--- src/rtl/apb_requester.sv ---
// APB initiator: one valid/ready command becomes one SETUP+ACCESS transfer, answered on a valid/ready response port.
// Optional ACCESS watchdog enabled by defining APB_REQ_TIMEOUT_EN (limit set by TIMEOUT_CYC).
module apb_requester #(
  parameter int ADDR_W      = 32,
  parameter int DATA_W      = 32,
  parameter int TIMEOUT_CYC = 255
) (
  input  logic                pclk,
  input  logic                rst,
  input  logic                cmd_valid,
  output logic                cmd_ready,
  input  logic                cmd_write,
  input  logic [ADDR_W-1:0]   cmd_addr,
  input  logic [DATA_W-1:0]   cmd_wdata,
  input  logic [DATA_W/8-1:0] cmd_strb,
  output logic                rsp_valid,
  input  logic                rsp_ready,
  output logic [DATA_W-1:0]   rsp_rdata,
  output logic                rsp_err,
  output logic                rsp_timeout,
  output logic                psel,
  output logic                penable,
  output logic                pwrite,
  output logic [ADDR_W-1:0]   padd,
  output logic [DATA_W-1:0]   pwdata,
  output logic [DATA_W/8-1:0] pstrb,
  input  logic                pready,
  input  logic [DATA_W-1:0]   prdata,
  input  logic                pslverr,
  output logic [1:0]          dbg_state
);

  localparam int STRB_W = DATA_W / 8;

  if (TIMEOUT_CYC < 1) begin : g_bad_timeout
    $error("TIMEOUT_CYC must be at least 1");
  end

  typedef enum logic [1:0] {ST_IDLE, ST_SETUP, ST_ACCESS, ST_RESP} state_e;

  state_e              state_q, state_d;
  logic                cmd_ready_q, cmd_ready_d;
  logic                psel_q, psel_d;
  logic                penable_q, penable_d;
  logic                pwrite_q, pwrite_d;
  logic [ADDR_W-1:0]   padd_q, padd_d;
  logic [DATA_W-1:0]   pwdata_q, pwdata_d;
  logic [STRB_W-1:0]   pstrb_q, pstrb_d;
  logic                rsp_valid_q, rsp_valid_d;
  logic [DATA_W-1:0]   rsp_rdata_q, rsp_rdata_d;
  logic                rsp_err_q, rsp_err_d;

`ifdef APB_REQ_TIMEOUT_EN
  localparam int              CNT_W = $clog2(TIMEOUT_CYC + 1);
  localparam logic [CNT_W-1:0] LAST_CNT = CNT_W'(TIMEOUT_CYC - 1);
  logic [CNT_W-1:0] cnt_q, cnt_d;
  logic             rsp_timeout_q, rsp_timeout_d;
`endif

  // Handshakes: a beat transfers on the rising edge where valid and ready are both high;
  // valid never waits on ready, and the response payload is held until its beat transfers.
  always_comb begin
    state_d     = state_q;
    cmd_ready_d = cmd_ready_q;
    psel_d      = psel_q;
    penable_d   = penable_q;
    pwrite_d    = pwrite_q;
    padd_d      = padd_q;
    pwdata_d    = pwdata_q;
    pstrb_d     = pstrb_q;
    rsp_valid_d = rsp_valid_q;
    rsp_rdata_d = rsp_rdata_q;
    rsp_err_d   = rsp_err_q;
`ifdef APB_REQ_TIMEOUT_EN
    cnt_d         = cnt_q;
    rsp_timeout_d = rsp_timeout_q;
`endif
    case (state_q)
      ST_IDLE: begin
        if (cmd_valid && cmd_ready_q) begin
          state_d     = ST_SETUP;
          cmd_ready_d = 1'b0;
          psel_d      = 1'b1;
          pwrite_d    = cmd_write;
          padd_d      = cmd_addr;
          pwdata_d    = cmd_wdata;
          pstrb_d     = cmd_write ? cmd_strb : '0;
        end
      end
      ST_SETUP: begin
        state_d   = ST_ACCESS;
        penable_d = 1'b1;
`ifdef APB_REQ_TIMEOUT_EN
        cnt_d     = '0;
`endif
      end
      ST_ACCESS: begin
        // A completer answer on the limit edge takes priority over the watchdog.
        if (pready) begin
          state_d     = ST_RESP;
          psel_d      = 1'b0;
          penable_d   = 1'b0;
          rsp_valid_d = 1'b1;
          rsp_rdata_d = pwrite_q ? '0 : prdata;
          rsp_err_d   = pslverr;
`ifdef APB_REQ_TIMEOUT_EN
          rsp_timeout_d = 1'b0;
        end else if (cnt_q == LAST_CNT) begin
          state_d       = ST_RESP;
          psel_d        = 1'b0;
          penable_d     = 1'b0;
          rsp_valid_d   = 1'b1;
          rsp_rdata_d   = '0;
          rsp_err_d     = 1'b1;
          rsp_timeout_d = 1'b1;
        end else begin
          cnt_d = cnt_q + CNT_W'(1);
`endif
        end
      end
      ST_RESP: begin
        if (rsp_ready) begin
          state_d     = ST_IDLE;
          rsp_valid_d = 1'b0;
          cmd_ready_d = 1'b1;
        end
      end
      default: begin
        state_d     = ST_IDLE;
        cmd_ready_d = 1'b1;
        psel_d      = 1'b0;
        penable_d   = 1'b0;
        rsp_valid_d = 1'b0;
      end
    endcase
  end

  always_ff @(posedge pclk or posedge rst) begin
    if (rst) begin
      state_q     <= ST_IDLE;
      cmd_ready_q <= 1'b1;
      psel_q      <= 1'b0;
      penable_q   <= 1'b0;
      pwrite_q    <= 1'b0;
      padd_q      <= '0;
      pwdata_q    <= '0;
      pstrb_q     <= '0;
      rsp_valid_q <= 1'b0;
      rsp_rdata_q <= '0;
      rsp_err_q   <= 1'b0;
`ifdef APB_REQ_TIMEOUT_EN
      cnt_q         <= '0;
      rsp_timeout_q <= 1'b0;
`endif
    end else begin
      state_q     <= state_d;
      cmd_ready_q <= cmd_ready_d;
      psel_q      <= psel_d;
      penable_q   <= penable_d;
      pwrite_q    <= pwrite_d;
      padd_q      <= padd_d;
      pwdata_q    <= pwdata_d;
      pstrb_q     <= pstrb_d;
      rsp_valid_q <= rsp_valid_d;
      rsp_rdata_q <= rsp_rdata_d;
      rsp_err_q   <= rsp_err_d;
`ifdef APB_REQ_TIMEOUT_EN
      cnt_q         <= cnt_d;
      rsp_timeout_q <= rsp_timeout_d;
`endif
    end
  end

  assign cmd_ready = cmd_ready_q;
  assign psel      = psel_q;
  assign penable   = penable_q;
  assign pwrite    = pwrite_q;
  assign padd      = padd_q;
  assign pwdata    = pwdata_q;
  assign pstrb     = pstrb_q;
  assign rsp_valid = rsp_valid_q;
  assign rsp_rdata = rsp_rdata_q;
  assign rsp_err   = rsp_err_q;
  assign dbg_state = state_q;
`ifdef APB_REQ_TIMEOUT_EN
  assign rsp_timeout = rsp_timeout_q;
`else
  assign rsp_timeout = 1'b0;
`endif

endmodule

--- config.mk ---
export PLATFORM = sky130hd
export DESIGN_NAME = apb_requester
export DESIGN_NICKNAME = d
export VERILOG_FILES = /design/src/rtl/apb_requester.sv
export SDC_FILE = /design/constraint.sdc
export NUM_CORES = 1
export LEC_CHECK = 0
export BUFFER_PORTS_ARGS = -buffer_cell sky130_fd_sc_hd__buf_2
export CORE_MARGIN = 3
export CORE_UTILIZATION = 46
export DETAILED_ROUTE_END_ITERATION = 12
export HOLD_SLACK_MARGIN = 0.03
export PLACE_DENSITY = 0.8
export SETUP_SLACK_MARGIN = 0.4
export SLEW_MARGIN = 20
export SYNTH_ARGS = -nofsm -noshare
export SYNTH_HDL_FRONTEND = slang
export SYNTH_SLANG_ARGS = --single-unit
--- constraint.sdc ---
create_clock -name pclk -period 4.2 [get_ports pclk]
set_clock_uncertainty 0.05 [all_clocks]
set_input_delay 0.42 -clock pclk [delete_from_list [all_inputs] [get_ports pclk]]
set_output_delay 0.42 -clock pclk [all_outputs]
set_load 0.02 [all_outputs]
==> results of run 1 <==
-- through the flow --
stage	hold WS [ns]	power [W]	instances	area (um2)	setup slack, ns
2_1_floorplan	0.502	0.00316	334	4370	0.886
3_3_place_gp	0.409	0.00382	657	5490	1.86
3_5_place_dp	0.415	0.00391	657	5490	1.73
4_1_cts	0.207	0.00455	672	5680	1.72
5_1_grt	0.218	0.00481	672	5680	1.59
6_report	0.158	0.00448	672	5680	1.75
-- metal layers --
metal,share of wire [%],GRT usage [%],vias up
met1,36,19.7,1506
met4,1.8,7.07,0
li1,-,-,1528
met5,0,0,-
met2,54,33.4,126
met3,8.7,4.76,19
-- state kept, by name (all words and copies together) (netlist names) --
register / flops
padd: 32
pwdata: 32
rsp_rdata: 32
pstrb: 4
dbg_state: 2
cmd_ready: 1
penable: 1
psel: 1
pwrite: 1
rsp_err: 1
rsp_valid: 1
-- cell type report --
type | instances | area share, %
Sequential cell | 108 | 47.6
Multi-Input combinational cell | 203 | 26.8
Timing Repair Buffer | 215 | 19.0
Tap cell | 126 | 2.77
Clock buffer | 9 | 2.18
Clock inverter | 6 | 1.25
Inverter | 5 | 0.418
-- final timing paths --
| check | depth (start not counted) | to | start | slack (ns) |
|---|---|---|---|---|
| max in group asynchronous | 3 | rsp_rdata[21] | rst | 3.17 |
| min in group pclk | 2 | padd[18] | cmd_addr[18] | 0.22 |
| setup reg to reg | 4 | padd[19] | dbg_state[0] | 1.75 |
| hold / removal | 2 | pwdata[14] | rst | 0.16 |
| hold reg to reg | 2 | rsp_rdata[11] | rsp_rdata[11] | 0.43 |
| setup / recovery | 4 | padd[19] | dbg_state[0] | 1.75 |
-- cell usage after synthesis, types with 2 or more instances --
library cell / instances / area (um2)
buf_2: 5 / 25.0
ha_1: 7 / 87.6
nand2_1: 43 / 161
buf_6: 6 / 67.6
mux2_1: 5 / 56.3
nand2b_1: 32 / 200
inv_1: 5 / 18.8
mux2_2: 63 / 709
nor2_1: 2 / 7.51
clkbuf_1: 6 / 22.5
nor2b_1: 2 / 12.5
dfrtp_1: 107 / 2680
o21ai_0: 39 / 195
mux2i_1: 4 / 40.0
-- power by group through the flow --
stage / logic (W) / clock network, W / registers [W]
finish: 0.00202 / 0.000628 / 0.00183
global route: 0.00222 / 0.000689 / 0.00190
CTS: 0.00206 / 0.000649 / 0.00184
detailed placement: 0.00206 / 0 / 0.00186
global placement: 0.00200 / 0 / 0.00182
floorplan: 0.000740 / 0 / 0.00242
-- cell families (layout without fill, tap and decap cells) --
| family | count (synthesis) | count (layout) | synth area share [%] |
|---|---|---|---|
| AOI/OAI and AO/OA | 41 | 41 | 4.84 |
| adders and majority gates | 7 | 7 | 2.01 |
| buffers and inverters | 23 | 235 | 3.24 |
| DFF | 108 | 108 | 61.9 |
| muxes | 72 | 72 | 18.4 |
| other | 1 | 1 | 0.0859 |
| and+or+nand+nor | 82 | 82 | 9.48 |
==> flow_metrics.env, run 1 <==
export IMPL_outcome="finished clean"
export IMPL_antenna_found_initial=0
export IMPL_drv_slew=0
export IMPL_die_h_um=103
export IMPL_cts_resized_gates=0
export IMPL_initial_core_util_pct=48.7
export IMPL_ctsLongestPathBuffers=2
export IMPL_layout_common_cells="buf_2, dfrtp_1, mux2_2"
export IMPL_first_pass_iters=4
export IMPL_fmax_ghz=0.408
export IMPL_p_per_area_nw_per_um2=789
export IMPL_relSlewSlack_pct=34.6
export IMPL_hpwl_um=7520
export IMPL_tightest_slew_ns=0.978
export IMPL_yosysWarnings=0
export IMPL_dr_total_vias=3179
export IMPL_die_x_um=103
export IMPL_core_area_um2=8980
export IMPL_worst_path_max_delay_cell="nand3_4"
export IMPL_critPathTopFamily="simple AND/OR/NAND/NOR gates"
export IMPL_diodes=0
export IMPL_worstHoldPathType="in2async"
export IMPL_grt_pass1_vias=3241
export IMPL_gp_congestion=0.838
export IMPL_synth_main_ff_cell="dfrtp_1"
export IMPL_grt_max_degree=91
export IMPL_peakVddDrop_mv=0.481
export IMPL_clk_transition_reported_paths_ns=0.10
export IMPL_power_switching_w=0.00184
export IMPL_hold_buffers=0
export IMPL_setup_tns_final_ns=0
export IMPL_netlist_area_um2=4370
export IMPL_synth_distinct_cells=22
export IMPL_grt_first_pass_wirelength_um=15100
export IMPL_dieArea_um2=10700
export IMPL_numClockSinks=108
export IMPL_nNetsFinal=656
export IMPL_synth_nets=448
export IMPL_yosysSeqAreaShare_pct=61.9
export IMPL_root_buffer="clkbuf_8"
export IMPL_min_period_ns=2.45
export IMPL_syn2layout_area_growth_pct=30.1
export IMPL_pin_count=216
export IMPL_grt_overflow_total=0
export IMPL_crit_arrival_ns=2.63
export IMPL_track_usage_pct=18.1
export IMPL_layout_commonest_cell="buf_2"
export IMPL_routedWlPerCell_um=14.9
export IMPL_intPower_w=0.00264
export IMPL_synthArstFlopShare_pct=100
export IMPL_drv_cap=0
export IMPL_seqCellArea_um2=2700
export IMPL_postSynthCellCount=334
export IMPL_drc_errors=0
export IMPL_worstSkewPairLatency_ns=0.35
export IMPL_synth_edf_count=0
export IMPL_post_route_period_util_pct=58.3
export IMPL_p_clk_share_pct=14.0
export IMPL_rsz0062_at_grt="no"
export IMPL_cp_start_kind="flop"
export IMPL_hold_viol=0
export IMPL_drive_above_1_share_pct=54.6
export IMPL_required_ns=4.38
export IMPL_cts_setup_buffers=0
export IMPL_cts_tree="yes"
export IMPL_cts_buffers=9
export IMPL_critPathBufInv=1
export IMPL_ant_nets=0
export IMPL_sequentialPowerShare_pct=40.8
export IMPL_p_leak_nw=3.00
export IMPL_path_class="reg2reg"
export IMPL_multiInputGateArea_um2=1530
export IMPL_path_cells="inv_1 > ha_1 > nand3_4 > mux2_1"
export IMPL_routed_via_density=4.73
export IMPL_syn_area_per_cell_um2=13.1
export IMPL_port_buffers=214
export IMPL_drt_total_wl_um=10000
export IMPL_ctsHtreeMaxLevel=3
export IMPL_fin_util_pct=63.3
export IMPL_cp_end_kind="flop"
export IMPL_critPathMaxFanout=73
export IMPL_setup_viol=0
export IMPL_slowest_delay_ns=0.71
export IMPL_synth_seq_cells=108
export IMPL_drt_iter0_drc=77
export IMPL_rows=34
export IMPL_nFillCells=732
export IMPL_netSwitchingFraction_pct=41.1
export IMPL_share_comb_of_total_power_pct=45.2
No activity file was read; power rests on OpenSTA's default activity.
==> inputs of run 2 (changes only) <==
Settings changed: ABC_AREA set to 1, CORE_UTILIZATION 46 to 42, PLACE_DENSITY 0.8 to 0.77.
Clock period 4.2 ns to 2.1 ns, I/O delays scaled along.
==> run 2 against run 1 <==
Compared with the run above:
- area after synthesis up 2.1%
- worst setup slack lost 1.2 ns
- maximum frequency increased by 59%
- critical path type unchanged
- critical endpoint is now padd[24]
- critical path depth is 1 higher
==> flow_metrics.env, run 2 <==
export IMPL_antenna_found_initial=0
export IMPL_yosysTopAreaCellShare_pct=60.1
export IMPL_dp_cells=822
export IMPL_layout_cells_non_filler=858
export IMPL_dr_total_vias=3927
export IMPL_yosysWarnings=0
export IMPL_intPower_w=0.00298
export IMPL_drt_iter0_drc=370
export IMPL_drt_total_wl_um=11200
export IMPL_setup_tns_final_ns=0
export IMPL_cts_tree="yes"
export IMPL_syn_area_per_cell_um2=9.01
export IMPL_synth_main_ff_cell="dfrtp_1"
export IMPL_post_route_period_util_pct=73.2
export IMPL_routed_via_density=4.58
export IMPL_routedWlPerCell_um=13.0
export IMPL_hold_viol=0
export IMPL_p_leak_nw=3.71
export IMPL_cts_buffers=9
export IMPL_crit_arrival_ns=1.75
export IMPL_grt_max_degree=109
export IMPL_ctsLongestPathBuffers=2
export IMPL_drv_cap=0
export IMPL_synth_distinct_cells=18
export IMPL_layout_common_cells="buf_2, nand2_1, dfrtp_1"
export IMPL_synth_xor_area_share_pct=0
export IMPL_yosysSeqAreaShare_pct=60.7
export IMPL_hpwl_um=8010
export IMPL_path_class="reg2reg"
export IMPL_synth_edf_count=0
export IMPL_rows=36
export IMPL_min_period_ns=1.54
export IMPL_diodes=0
export IMPL_initial_core_util_pct=44.4
export IMPL_netlist_area_um2=4460
export IMPL_synth_top_family_by_area="simple AND/OR/NAND/NOR gates"
export IMPL_synthArstFlopShare_pct=100
export IMPL_ctsHtreeMaxLevel=3
export IMPL_sequentialPowerShare_pct=55.6
export IMPL_gp_congestion=0.765
export IMPL_grt_overflow_total=0
export IMPL_postSynthCellCount=495
export IMPL_synth_common_cells="nand2_1, dfrtp_1, inv_1"
export IMPL_grt_pass1_vias=3791
export IMPL_netSwitchingFraction_pct=20.2
export IMPL_drv_slew=0
export IMPL_p_per_area_nw_per_um2=612
export IMPL_ant_nets=0
export IMPL_root_buffer="clkbuf_8"
export IMPL_synthSimpleGateAreaFrac_pct=16.1
export IMPL_rsz0062_at_grt="no"
export IMPL_synth_top_cells_by_area="dfrtp_1, nand2_1, inv_1"
export IMPL_die_x_um=109
export IMPL_nFillCells=856
export IMPL_critPathMaxFanout=29
export IMPL_drive_above_1_share_pct=34.1
export IMPL_numClockSinks=108
export IMPL_p_clk_share_pct=38.6
export IMPL_yosysTopAreaCell="dfrtp_1"
export IMPL_required_ns=2.31
export IMPL_synth_seq_cells=108
export IMPL_cp_end_kind="flop"
export IMPL_peakVddDrop_mv=0.369
export IMPL_post_synth_top_count_cell="nand2_1"
export IMPL_layout_commonest_cell="buf_2"
export IMPL_pin_count=216
export IMPL_synth_compound_area_share_pct=11.4
export IMPL_grt_first_pass_wirelength_um=17400
export IMPL_synth_nets=609
export IMPL_synth_fa_ha_area_share_pct=1.96
export IMPL_whs_path_depth=3
export IMPL_nNetsFinal=834
export IMPL_cp_start_kind="flop"
export IMPL_drc_errors=0
export IMPL_die_h_um=109
export IMPL_port_buffers=214
export IMPL_worstSkewPairLatency_ns=0.34
export IMPL_outcome="finished clean"
export IMPL_setup_viol=0
export IMPL_setup_ws_ns=0.564
export IMPL_share_comb_of_total_power_pct=5.7
export IMPL_syn2layout_area_growth_pct=36.9
export IMPL_first_pass_iters=5
export IMPL_worstHoldPathType="in2reg"
export IMPL_r2r_worst_path_cells=5
export IMPL_relSlewSlack_pct=62.2
export IMPL_dieArea_um2=11900
export IMPL_power_switching_w=0.000753
export IMPL_clk_transition_reported_paths_ns=0.10
export IMPL_synth_mux_area_share_pct=0
export IMPL_place_ws_ns=0.324
export IMPL_core_area_um2=10000
export IMPL_track_usage_pct=18.3
export IMPL_fmax_ghz=0.651
export IMPL_tightest_slew_ns=0.568
-- run 2: changes by cell type after synthesis, sizes merged, moves of 5 or more --
cell    previous run  this run
nand3              1         6
nand2b            32         0
clkbuf             6        11
o21ai             39        97
nand2             43       170
inv                5        76
mux2              68         0
-- run 2: through the flow --
stage	total power, W	area [um2]	hold slack (ns)	utilization [%]
after detailed placement	0.00231	5630	0.364	56.1
after floorplan	0.00219	4460	0.270	-
after global placement	0.00231	5630	0.358	56.1
after global routing	0.00390	6100	0.0321	60.7
after CTS	0.00378	6090	0.0307	60.6
final	0.00374	6100	0.0482	60.7
-- run 2: metal layers --
metal / up-vias / track usage (%) / part of all wire (%)
li1: 1964 / - / -
met1: 1800 / 23.3 / 42
met2: 153 / 31.3 / 49
met3: 10 / 3.91 / 8.2
met4: 0 / 5.68 / 0.88
met5: - / 0 / 0
-- run 2: layout make-up --
cell class,count,area [um2],share of cell area (%)
inverters,76,289,4.74
repair buffers,239,1380,22.6
flip-flops and latches,108,2710,44.3
well taps,133,166,2.73
clock inverters,4,97.6,1.60
clock buffers,12,135,2.21
multi-input cells,286,1330,21.8
-- run 2: final timing paths --
path                          startpoint           end  slack, ns
max in group asynchronous            rst  dbg_state[1]       1.00
hold / removal             cmd_wdata[17]    pwdata[17]       0.05
min in group asynchronous            rst          psel       0.53
setup reg to reg            dbg_state[1]      padd[24]       0.56
setup / recovery            dbg_state[1]      padd[24]       0.56
hold reg to reg                  rsp_err       rsp_err       0.42
-- run 2: power by group through the flow --
stage / registers (W) / logic [W] / clock network (W)
final: 0.00208 / 0.000215 / 0.00144
after global routing: 0.00208 / 0.000245 / 0.00158
after detailed placement: 0.00212 / 0.000191 / 0
after CTS: 0.00208 / 0.000218 / 0.00149
after floorplan: 0.00212 / 0.0000695 / 0
after global placement: 0.00212 / 0.000189 / 0
-- run 2: cells by family (layout without fill, tap and decap cells) --
group | Yosys count | after routing
compound gates | 97 | 97
fa+ha+maj | 7 | 7
buf+inv | 101 | 331
flops | 108 | 108
other cells | 1 | 1
simple gates | 181 | 181
-- run 2: worst max-delay path: stages (launching register included) --
cell,delay [ns]
dfrtp_2,0.46
inv_1,0.14
ha_4,0.18
nand3_4,0.13
bufbuf_16,0.32
o21ai_0,0.16
-- run 2: repair_timing --
| item | CTS | global route |
|---|---|---|
| endpoints found under the hold margin | 124 | 0 |
| cloned | 1 | 0 |
| setup buffers | 1 | 0 |
| hold buffers | 18 | 0 |
| gates resized for setup | 1 | 3 |
| setup endpoints to repair | 58 | 21 |
| pin swaps | 1 | 0 |
